**src/rtl/uart_pkg.sv**
```systemverilog
// uart_pkg: shared definitions for the UART receive path and baud tick generator.
//   rx_state_e     : receiver FSM states
//   LINE_IDLE      : idle (mark) level of the serial line
//   MIN_OVERSAMPLE : smallest oversampling factor the receiver supports
//   baud_div()     : rounded clock divisor producing one tick per oversample period
package uart_pkg;

  typedef enum logic [2:0] {
    ST_IDLE,
    ST_START,
    ST_DATA,
    ST_PARITY,
    ST_STOP,
    ST_WAIT_IDLE
  } rx_state_e;

  localparam logic LINE_IDLE      = 1'b1;
  localparam int   MIN_OVERSAMPLE = 4;

  function automatic int baud_div(input int clk_freq, input int baud, input int os);
    return (clk_freq + (baud * os) / 2) / (baud * os);
  endfunction

endpackage

```
**src/rtl/uart_baud_tick.sv**
```systemverilog
// uart_baud_tick: free-running divider emitting a one-cycle tick every DIV clocks.
//   clk     : system clock
//   rst     : synchronous active-high reset
//   restart : zero the divider so the next tick lands DIV cycles later
//   tick    : one-cycle pulse, once per DIV clocks
module uart_baud_tick #(
  parameter int DIV = 651
) (
  input  logic clk,
  input  logic rst,
  input  logic restart,
  output logic tick
);

  localparam int            CW   = (DIV > 1) ? $clog2(DIV) : 1;
  localparam logic [CW-1:0] LAST = CW'(DIV - 1);

  logic [CW-1:0] cnt_q;

  always_ff @(posedge clk) begin
    if (rst || restart) begin
      cnt_q <= '0;
    end else if (cnt_q == LAST) begin
      cnt_q <= '0;
    end else begin
      cnt_q <= cnt_q + 1'b1;
    end
  end

  assign tick = (cnt_q == LAST);

endmodule

```
**src/rtl/uart_rx_param.sv**
```systemverilog
// uart_rx_param: oversampling UART receiver with a one-entry holding register.
//   clk, rst   : system clock, synchronous active-high reset
//   rx         : asynchronous serial input, idles high
//   rx_data    : received payload, LSB-first
//   rx_valid   : rx_data holds an unconsumed byte (cleared by rx_valid && rx_ready)
//   rx_ready   : consumer accepts the byte
//   frame_err  : one-cycle pulse, a stop bit sampled low
//   parity_err : one-cycle pulse, parity mismatch (constant 0 without parity)
//   overrun    : one-cycle pulse, a completed byte was dropped (holding register full)
//   busy       : FSM is not idle
// Build option: define UART_RX_PARITY_EN to expect one parity bit after the data
// bits (even or odd chosen by PARITY_ODD).
module uart_rx_param
  import uart_pkg::*;
#(
  parameter int CLK_FREQ   = 100_000_000,
  parameter int BAUD       = 9600,
  parameter int OVERSAMPLE = 16,
  parameter int DATA_BITS  = 8,
  parameter int STOP_BITS  = 1,
  parameter int PARITY_ODD = 0
) (
  input  logic                 clk,
  input  logic                 rst,
  input  logic                 rx,
  output logic [DATA_BITS-1:0] rx_data,
  output logic                 rx_valid,
  input  logic                 rx_ready,
  output logic                 frame_err,
  output logic                 parity_err,
  output logic                 overrun,
  output logic                 busy
);

  localparam int OS_EFF = (OVERSAMPLE < MIN_OVERSAMPLE) ? MIN_OVERSAMPLE : OVERSAMPLE;
  localparam int DIV    = baud_div(CLK_FREQ, BAUD, OS_EFF);
  localparam int OSW    = $clog2(OS_EFF);

  localparam logic [OSW-1:0] HALF_LAST = OSW'(OS_EFF / 2 - 1);
  localparam logic [OSW-1:0] FULL_LAST = OSW'(OS_EFF - 1);
  localparam logic [3:0]     DATA_LAST = 4'(DATA_BITS - 1);
  localparam logic [3:0]     STOP_LAST = 4'(STOP_BITS - 1);

  logic [2:0]           sync_q;
  logic                 rx_s;
  logic                 rx_prev;
  logic                 tick;
  logic                 start_edge;
  logic                 samp;
  logic                 last_stop;
  logic                 good_frame;
  rx_state_e            state_q;
  logic [OSW-1:0]       os_cnt_q;
  logic [3:0]           bit_cnt_q;
  logic [DATA_BITS-1:0] shift_q;
  logic [DATA_BITS-1:0] shift_d;
  logic                 stop_ok_q;
  logic [DATA_BITS-1:0] rx_data_q;
  logic                 rx_valid_q;
  logic                 frame_err_q;
  logic                 overrun_q;
`ifdef UART_RX_PARITY_EN
  localparam logic PAR_SENSE = (PARITY_ODD != 0);
  logic par_q;
  logic par_bad_q;
  logic parity_err_q;
`endif

  // Two synchroniser flops, then a third flop holding the previous rx_s for edge detect.
  always_ff @(posedge clk) begin
    if (rst) begin
      sync_q <= {3{LINE_IDLE}};
    end else begin
      sync_q <= {sync_q[1:0], rx};
    end
  end

  assign rx_s       = sync_q[1];
  assign rx_prev    = sync_q[2];
  assign start_edge = (state_q == ST_IDLE) && rx_prev && !rx_s;

  uart_baud_tick #(
    .DIV(DIV)
  ) u_tick (
    .clk    (clk),
    .rst    (rst),
    .restart(start_edge),
    .tick   (tick)
  );

  // The start bit is judged half a bit in; every later sample is a full bit apart,
  // which keeps all samples at bit centres.
  always_comb begin
    samp = 1'b0;
    if (tick && (state_q != ST_IDLE) && (state_q != ST_WAIT_IDLE)) begin
      samp = (state_q == ST_START) ? (os_cnt_q == HALF_LAST) : (os_cnt_q == FULL_LAST);
    end
  end

  assign last_stop  = samp && (state_q == ST_STOP) && (bit_cnt_q == STOP_LAST);
  assign good_frame = last_stop && stop_ok_q && rx_s;
  assign shift_d    = {rx_s, shift_q[DATA_BITS-1:1]};

  always_ff @(posedge clk) begin
    if (rst) begin
      state_q     <= ST_IDLE;
      os_cnt_q    <= '0;
      bit_cnt_q   <= '0;
      stop_ok_q   <= 1'b1;
      rx_data_q   <= '0;
      rx_valid_q  <= 1'b0;
      frame_err_q <= 1'b0;
      overrun_q   <= 1'b0;
`ifdef UART_RX_PARITY_EN
      par_bad_q    <= 1'b0;
      parity_err_q <= 1'b0;
`endif
    end else begin
      frame_err_q <= 1'b0;
      overrun_q   <= 1'b0;
`ifdef UART_RX_PARITY_EN
      parity_err_q <= 1'b0;
`endif

      if (state_q == ST_IDLE) begin
        os_cnt_q <= '0;
      end else if (tick) begin
        os_cnt_q <= samp ? '0 : os_cnt_q + 1'b1;
      end

      case (state_q)
        ST_IDLE: begin
          if (start_edge) begin
            state_q <= ST_START;
          end
        end
        ST_START: begin
          if (samp) begin
            if (!rx_s) begin
              state_q   <= ST_DATA;
              bit_cnt_q <= '0;
`ifdef UART_RX_PARITY_EN
              par_q     <= 1'b0;
`endif
            end else begin
              state_q <= ST_IDLE;
            end
          end
        end
        ST_DATA: begin
          if (samp) begin
            shift_q <= shift_d;
`ifdef UART_RX_PARITY_EN
            par_q   <= par_q ^ rx_s;
`endif
            if (bit_cnt_q == DATA_LAST) begin
              bit_cnt_q <= '0;
              stop_ok_q <= 1'b1;
`ifdef UART_RX_PARITY_EN
              state_q   <= ST_PARITY;
`else
              state_q   <= ST_STOP;
`endif
            end else begin
              bit_cnt_q <= bit_cnt_q + 1'b1;
            end
          end
        end
`ifdef UART_RX_PARITY_EN
        ST_PARITY: begin
          if (samp) begin
            par_bad_q <= par_q ^ rx_s ^ PAR_SENSE;
            state_q   <= ST_STOP;
          end
        end
`endif
        ST_STOP: begin
          if (last_stop) begin
            frame_err_q <= !good_frame;
`ifdef UART_RX_PARITY_EN
            parity_err_q <= good_frame && par_bad_q;
`endif
            state_q     <= good_frame ? ST_IDLE : ST_WAIT_IDLE;
          end else if (samp) begin
            stop_ok_q <= stop_ok_q & rx_s;
            bit_cnt_q <= bit_cnt_q + 1'b1;
          end
        end
        ST_WAIT_IDLE: begin
          // Held here through a break so a stuck-low line yields one error, not a stream.
          if (rx_s) begin
            state_q <= ST_IDLE;
          end
        end
        default: state_q <= ST_IDLE;
      endcase

      // Handshake first; a same-cycle completion below overrides the clear.
      if (rx_valid_q && rx_ready) begin
        rx_valid_q <= 1'b0;
      end
      if (good_frame) begin
        if (!rx_valid_q || rx_ready) begin
          rx_data_q  <= shift_q;
          rx_valid_q <= 1'b1;
        end else begin
          overrun_q <= 1'b1;
        end
      end
    end
  end

  assign rx_data   = rx_data_q;
  assign rx_valid  = rx_valid_q;
  assign frame_err = frame_err_q;
  assign overrun   = overrun_q;
  assign busy      = (state_q != ST_IDLE);
`ifdef UART_RX_PARITY_EN
  assign parity_err = parity_err_q;
`else
  assign parity_err = 1'b0 && (PARITY_ODD != 0);
`endif

endmodule

```
**config.mk**
```make
export PLATFORM = sky130hd
export DESIGN_NAME = uart_rx_param
export DESIGN_NICKNAME = d
export VERILOG_FILES = /design/src/rtl/uart_pkg.sv /design/src/rtl/uart_baud_tick.sv /design/src/rtl/uart_rx_param.sv
export SDC_FILE = /design/constraint.sdc
export NUM_CORES = 1
export LEC_CHECK = 0
export CORE_MARGIN = 2
export CORE_UTILIZATION = 39
export CTS_CLUSTER_SIZE = 28
export DETAILED_ROUTE_END_ITERATION = 6
export PLACE_DENSITY = 0.59
export RECOVER_POWER = 50
export SLEW_MARGIN = 5
export SYNTH_ARGS = -nofsm -noshare
export SYNTH_HDL_FRONTEND = slang
export SYNTH_HIERARCHICAL = 1
export SYNTH_SLANG_ARGS = --single-unit
export TNS_END_PERCENT = 100
```
**constraint.sdc**
```tcl
create_clock -name clk -period 2.2 [get_ports clk]
set_input_delay 0.44 -clock clk [delete_from_list [all_inputs] [get_ports clk]]
set_output_delay 0.44 -clock clk [all_outputs]
set_load 0.01 [all_outputs]
```
==> results of run 1 <==
-- cell families after synthesis --
kind of cell,count (synthesis),share of synthesized area [%]
fa+ha+maj,5,3.053
mux,10,4.884
buf+inv,18,4.456
other cells,1,0.1830
xor+xnor,8,3.419
simple gates,92,25.82
flops,44,46.89
compound gates,33,11.30
-- power by group --
group          switching [mW]  leakage, nW  internal [mW]
logic                  0.0774        0.585         0.0809
clock network           0.290       0.0548          0.342
registers              0.0230        0.363          0.828
-- repair_timing --
item | 4_1_cts | 5_1_grt
hold buffers | 0 | 0
gates resized for setup | 4 | 7
pin swaps | 6 | 7
endpoints found under the setup margin | 16 | 17
setup buffers | 2 | 2
-- worst max-delay path by stage --
stage | start | endpoint | slack, ns | depth (start not counted)
after detailed placement | u_tick/cnt_q[4] | state_q[0] | -0.21 | 8
after floorplan | u_tick/cnt_q[4] | state_q[0] | -0.17 | 8
after global routing | u_tick/cnt_q[4] | state_q[0] | -0.22 | 9
final | u_tick/cnt_q[4] | state_q[0] | -0.09 | 9
after global placement | u_tick/cnt_q[4] | state_q[0] | -0.17 | 8
after CTS | u_tick/cnt_q[4] | rx_data[5] | -0.17 | 8
-- sequential cells by signal, indices dropped and copies added, names as in the netlist --
register / count
u_tick/cnt_q: 10
rx_data: 8
shift_q: 8
bit_cnt_q: 4
os_cnt_q: 4
state_q: 3
sync_q: 3
frame_err: 1
overrun: 1
rx_valid: 1
stop_ok_q: 1
-- worst max-delay path, delay by kind of cell (launching register included) --
family                 cells  cell delay (ns)
and+or+nand+nor            4             1.19
DFF                        1             0.33
buffers and inverters      2             0.31
AOI/OAI and AO/OA          3             0.41
-- final cells by class --
class	count	area share (%)
multi-input combinational	149	40.28
sequential	44	36.92
timing repair buffer	42	14.16
tap	70	3.361
clock buffer	5	2.640
clock inverter	3	1.776
inverter	6	0.8641
-- cell usage in the layout, fill, tap and decap left out, types with 5 or more instances in the layout --
cell | Yosys | final
nor2_1 | 21 | 21
buf_4 | 3 | 23
nand2b_1 | 6 | 6
xor2_1 | 5 | 5
nor3_1 | 7 | 6
clkbuf_8 | 0 | 5
dfxtp_1 | 36 | 35
nand3_1 | 9 | 9
mux2i_1 | 10 | 10
nand2_1 | 12 | 12
a21oi_1 | 15 | 14
o21ai_0 | 6 | 6
edfxtp_1 | 8 | 8
clkdlybuf4s50_1 | 0 | 15
ha_1 | 5 | 5
inv_1 | 6 | 6
-- through the flow --
| step | util (%) | cells | instance area (µm²) |
|---|---|---|---|
| final | 51.36 | 319 | 2606 |
| after global routing | 51.36 | 319 | 2606 |
| after CTS | 50.47 | 317 | 2561 |
| after detailed placement | 47.46 | 307 | 2409 |
| after global placement | 47.46 | 307 | 2409 |
| after floorplan | - | 211 | 2054 |
-- metal layers --
layer | up-vias | global-route usage (%) | wire length [µm]
met5 | - | 0 | 0
met4 | 0 | 5.273 | 55
met3 | 6 | 3.910 | 100
met2 | 15 | 22.30 | 1756
met1 | 743 | 18.52 | 1901
li1 | 830 | - | -
==> impl_metrics.json, run 1 <==
{
  "die_w_um": 76.49,
  "post-synth-top-count-cell": "dfxtp_1",
  "grt_pass1_wl_um": 6720,
  "pre_cts_slack_ns": -0.2096,
  "postRouteAntennaNets": 0,
  "gp_congestion": 0.7722,
  "yosys_most_used_dff": "dfxtp_1",
  "nFillCells": 499,
  "fin_nets": 257,
  "drtPass1Iterations": 4,
  "slew_viol_final": 0,
  "yosys.cell_types.count": 50,
  "path_class": "reg -> reg",
  "yosys_warnings": 6,
  "hp-start": "sync_q[0]",
  "synth.avg_cell_area_um2": 9.713,
  "syn_area_mm2": 0.002049,
  "reg2reg_setup_slack_ns": -0.09,
  "track_usage_pct": 14.15,
  "pwr_density_cell_mw_per_mm2": 629.9,
  "dieArea_mm2": 0.005851,
  "worstPathRequired_ns": 2.44,
  "grt_pass1_vias": 1484,
  "overflow": 0,
  "clk_path_buf_depth": 2,
  "period_needed_ns": 2.288,
  "crit_path_top_delay_cell": "or4b_4",
  "std_cell_rows": 26,
  "power_mw": 1.642,
  "r2r_cells": 9,
  "synth_common_cells": "dfxtp_1 (36), nor2_1 (21), a21oi_1 (15)",
  "cts.clk_slew.worst_paths_ns": 0.09,
  "async_flop_share_pct": 0,
  "fin_hold_ws_ns": 0.4150,
  "grt_max_degree": 21,
  "ir_worst_vdd_mv": 0.2915,
  "hpwlAfterDp_um": 2771,
  "rsz0062_at_grt": "yes",
  "fmax_mhz": 437.1,
  "seq_area_frac_synth_pct": 46.89,
  "finalSetupTns_ns": -0.3168,
  "worst_pin_slew_ns": 0.6303,
  "hold_depth": 1,
  "cap_violations": 0,
  "cts_sinks": 44,
  "syn_inst": 211,
  "synth_top_area_cell": "dfxtp_1",
  "port-buffer-count": 15,
  "insertion_delay_ns": 0.30,
  "synth_top_area_share_pct": 35.16,
  "ctsRootBufferMaster": "clkbuf_8",
  "hp-class": "reg -> reg",
  "cts_tree": "done",
  "cp_slowest_stage_delay_ns": 0.55,
  "cp-end-kind": "register",
  "r2r-start": "u_tick/cnt_q[4]",
  "viasPerCell": 4.997,
  "maxSlewHeadroom_pct": 57.84,
  "initial_core_util_pct": 40.38,
  "drtIter0Drc": 73,
  "setup_viol": 11,
  "multi_input_area_mm2": 0.001050,
  "layout-drive-gt1-share_pct": 20.48,
  "worstSetupStartpointType": "register",
  "drt_drc_violations_left": 0,
  "leakagePower_nw": 1.003,
  "r2r_end": "state_q[0]",
  "antenna_found_initial": 0,
  "seqCellArea_um2": 962.2,
  "violations": "negative setup slack",
  "finClkSkew_ns": 0.007714,
  "diodes": 0,
  "finalCritPeriodShare_pct": 104.0,
  "synth_fp_nets": 220,
  "hold_viol": 0,
  "worstPathArrival_ns": 2.53,
  "htree_num_levels": 2,
  "ios": 17,
  "synth.area.top_cells": "dfxtp_1 (35%), edfxtp_1 (12%), mux2i_1 (4.9%)",
  "core-area_mm2": 0.005075,
  "synth-seq-cells": 44,
  "hold_path_end": "sync_q[1]",
  "syn2layout_area_growth_pct": 27.17,
  "path_cells": "or4b_4 > nor4_4 > buf_4 > nand4_1 > buf_6 > a22oi_2 > o221ai_2 > or4_1 > a21oi_1",
  "cts_buffers": 5,
  "avgRoutedWirePerCell_um": 11.96,
  "routed_wl_um": 3814,
  "crit_fanout": 5,
  "synth_edf_count": 8,
  "die_h_um": 76.49,
  "status": "finished with violations",
  "vias": 1594,
  "layout_setup_ws_ns": -0.08799
}
(Power assumes the default switching activity.)
==> inputs of run 2 (changes only) <==
--- a/config.mk
+++ b/config.mk
@@ -16,4 +16,4 @@
 export SYNTH_HDL_FRONTEND = slang
 export SYNTH_HIERARCHICAL = 1
 export SYNTH_SLANG_ARGS = --single-unit
-export TNS_END_PERCENT = 100
+export TNS_END_PERCENT = 5
==> run 2 against run 1 <==
The flow still finishes with violations (negative setup slack). Power increased by 0.81%. Register-to-register slack got worse by 0.07 ns. Via count increased by 1.0%. Count of clock-buffer cells in the layout unchanged. Hold slack got worse by 0.0032 ns. Non-clock buffer count increased by 1. Sequential power decreased by 1%. Cell area increased by 0.77%. Die area unchanged. Clock skew increased by 0.0044 ns. Cell count increased by 0.31%. Critical path type unchanged. Critical endpoint unchanged. Largest power group unchanged. Highest routed layer unchanged.
==> impl_metrics.json, run 2 (synthesis gave the netlist of run 1 again) <==
{
  "die_w_um": 76.49,
  "placed_cells": 309,
  "period_needed_ns": 2.353,
  "seqCellArea_um2": 960.9,
  "cts.clk_slew.worst_paths_ns": 0.09,
  "worstPathRequired_ns": 2.44,
  "cts_sinks": 44,
  "grt_pass1_vias": 1485,
  "viasPerCell": 5.031,
  "status": "finished with violations",
  "placed_area_mm2": 0.002419,
  "diodes": 0,
  "fmax_mhz": 424.9,
  "ios": 17,
  "slew_viol_final": 0,
  "grt_pass1_wl_um": 6824,
  "drtIter0Drc": 59,
  "layout_setup_ws_ns": -0.1533,
  "startpoint": "u_tick/cnt_q[2]",
  "core-area_mm2": 0.005075,
  "crit_fanout": 4,
  "insertion_delay_ns": 0.30,
  "antenna_found_initial": 0,
  "cp-end-kind": "register",
  "gp_congestion": 0.7601,
  "setup_viol": 10,
  "final_common_cell": "dfxtp_1",
  "finalCritPeriodShare_pct": 107.0,
  "r2r-start": "u_tick/cnt_q[2]",
  "ir_worst_vdd_mv": 0.4652,
  "overflow": 0,
  "hold_path_end": "sync_q[1]",
  "drt_drc_violations_left": 0,
  "worst_pin_slew_ns": 0.6243,
  "r2r_end": "state_q[0]",
  "reg2reg_setup_slack_ns": -0.15,
  "postRouteAntennaNets": 0,
  "maxSlewHeadroom_pct": 58.24,
  "ctsHoldBuffers": 0,
  "max_flop_register": "u_tick/cnt_q",
  "finClkSkew_ns": 0.01214,
  "routed_wl_um": 3925,
  "initial_core_util_pct": 40.38,
  "clk_path_buf_depth": 2,
  "hp-class": "reg -> reg",
  "cts_tree": "done",
  "rsz0062_at_grt": "yes",
  "worstSetupStartpointType": "register",
  "avgRoutedWirePerCell_um": 12.27,
  "ctsRootBufferMaster": "clkbuf_8",
  "std_cell_rows": 26,
  "port-buffer-count": 15,
  "cts_buffers": 5,
  "violations": "negative setup slack",
  "fin_nets": 258,
  "grt_max_degree": 16,
  "layout-drive-gt1-share_pct": 22.40,
  "largest_reg_flops": 10,
  "r2r_cells": 9,
  "worstPathArrival_ns": 2.60,
  "hp-start": "sync_q[0]",
  "final_cells": 320,
  "drtPass1Iterations": 4,
  "hold_viol": 0,
  "die_h_um": 76.49,
  "syn2layout_area_growth_pct": 28.14,
  "htree_num_levels": 2,
  "nFillCells": 493,
  "multi_input_area_mm2": 0.001067,
  "hold_depth": 1,
  "vias": 1610,
  "leakagePower_nw": 1.036,
  "pwr_density_cell_mw_per_mm2": 630.1,
  "hpwlAfterDp_um": 2818,
  "dieArea_mm2": 0.005851,
  "path_class": "reg -> reg",
  "track_usage_pct": 14.51,
  "fin_area_mm2": 0.002626,
  "layout_common_cells": "dfxtp_1 (36), buf_4 (25), nor2_1 (20), a21oi_1 (13), nand2_1 (12)",
  "cap_violations": 0
}
[run 2: final cells by class]
class / instances / area share [%]
Tap cell: 70 / 3.335
Inverter: 6 / 0.8576
Sequential cell: 44 / 36.59
Clock buffer: 5 / 2.620
Timing Repair Buffer: 43 / 14.20
Multi-Input combinational cell: 149 / 40.64
Clock inverter: 3 / 1.763
[run 2: metrics by stage]
step | total power, mW | setup WS (ns) | hold WS, ns | util [%] | TNS (ns)
2_1_floorplan | 0.9634 | -0.1734 | 0.3895 | - | -1.369
3_3_place_gp | 1.019 | -0.1906 | 0.3937 | 47.66 | -1.829
3_5_place_dp | 1.018 | -0.1994 | 0.3934 | 47.66 | -1.680
4_1_cts | 1.660 | -0.1225 | 0.4139 | 50.32 | -0.3294
5_1_grt | 1.738 | -0.2387 | 0.4421 | 51.75 | -2.372
6_report | 1.655 | -0.1533 | 0.4118 | 51.75 | -0.6595
[run 2: worst max-delay path by stage]
stage	depth (start not counted)	to	slack, ns
2_1_floorplan	8	state_q[0]	-0.17
3_3_place_gp	8	state_q[0]	-0.19
3_5_place_dp	8	state_q[1]	-0.20
4_1_cts	8	state_q[0]	-0.12
5_1_grt	9	state_q[0]	-0.24
6_report	9	state_q[0]	-0.15
[run 2: what timing repair did]
| action | in CTS | in global routing |
|---|---|---|
| gates resized for setup | 4 | 11 |
| pin swaps | 5 | 8 |
| setup endpoints to repair | 21 | 26 |
| buffers inserted | 0 | 3 |
[run 2: power by group]
group	internal (mW)	switching [mW]	total, mW	leakage, nW
clock	0.342	0.289	0.631	0.0548
sequential	0.828	0.0127	0.841	0.363
combinational	0.0877	0.0948	0.183	0.618
[run 2: per-layer routing]
metal,global-route usage (%),vias to the layer above,part of all wire [%]
met5,0,-,0
met4,5.455,0,1.2
met3,3.673,5,3.5
met2,23.54,25,48
met1,18.62,752,48
li1,-,828,-
[run 2: worst max-delay path: stages, from the launching register on]
cell and delay, ns:
dfxtp_1 0.32, or4b_4 0.56, nor4_4 0.15, buf_4 0.15, nand4_1 0.13, buf_6 0.18, nor2_2 0.12, o221ai_2 0.14
or4_4 0.44, a21oi_2 0.12
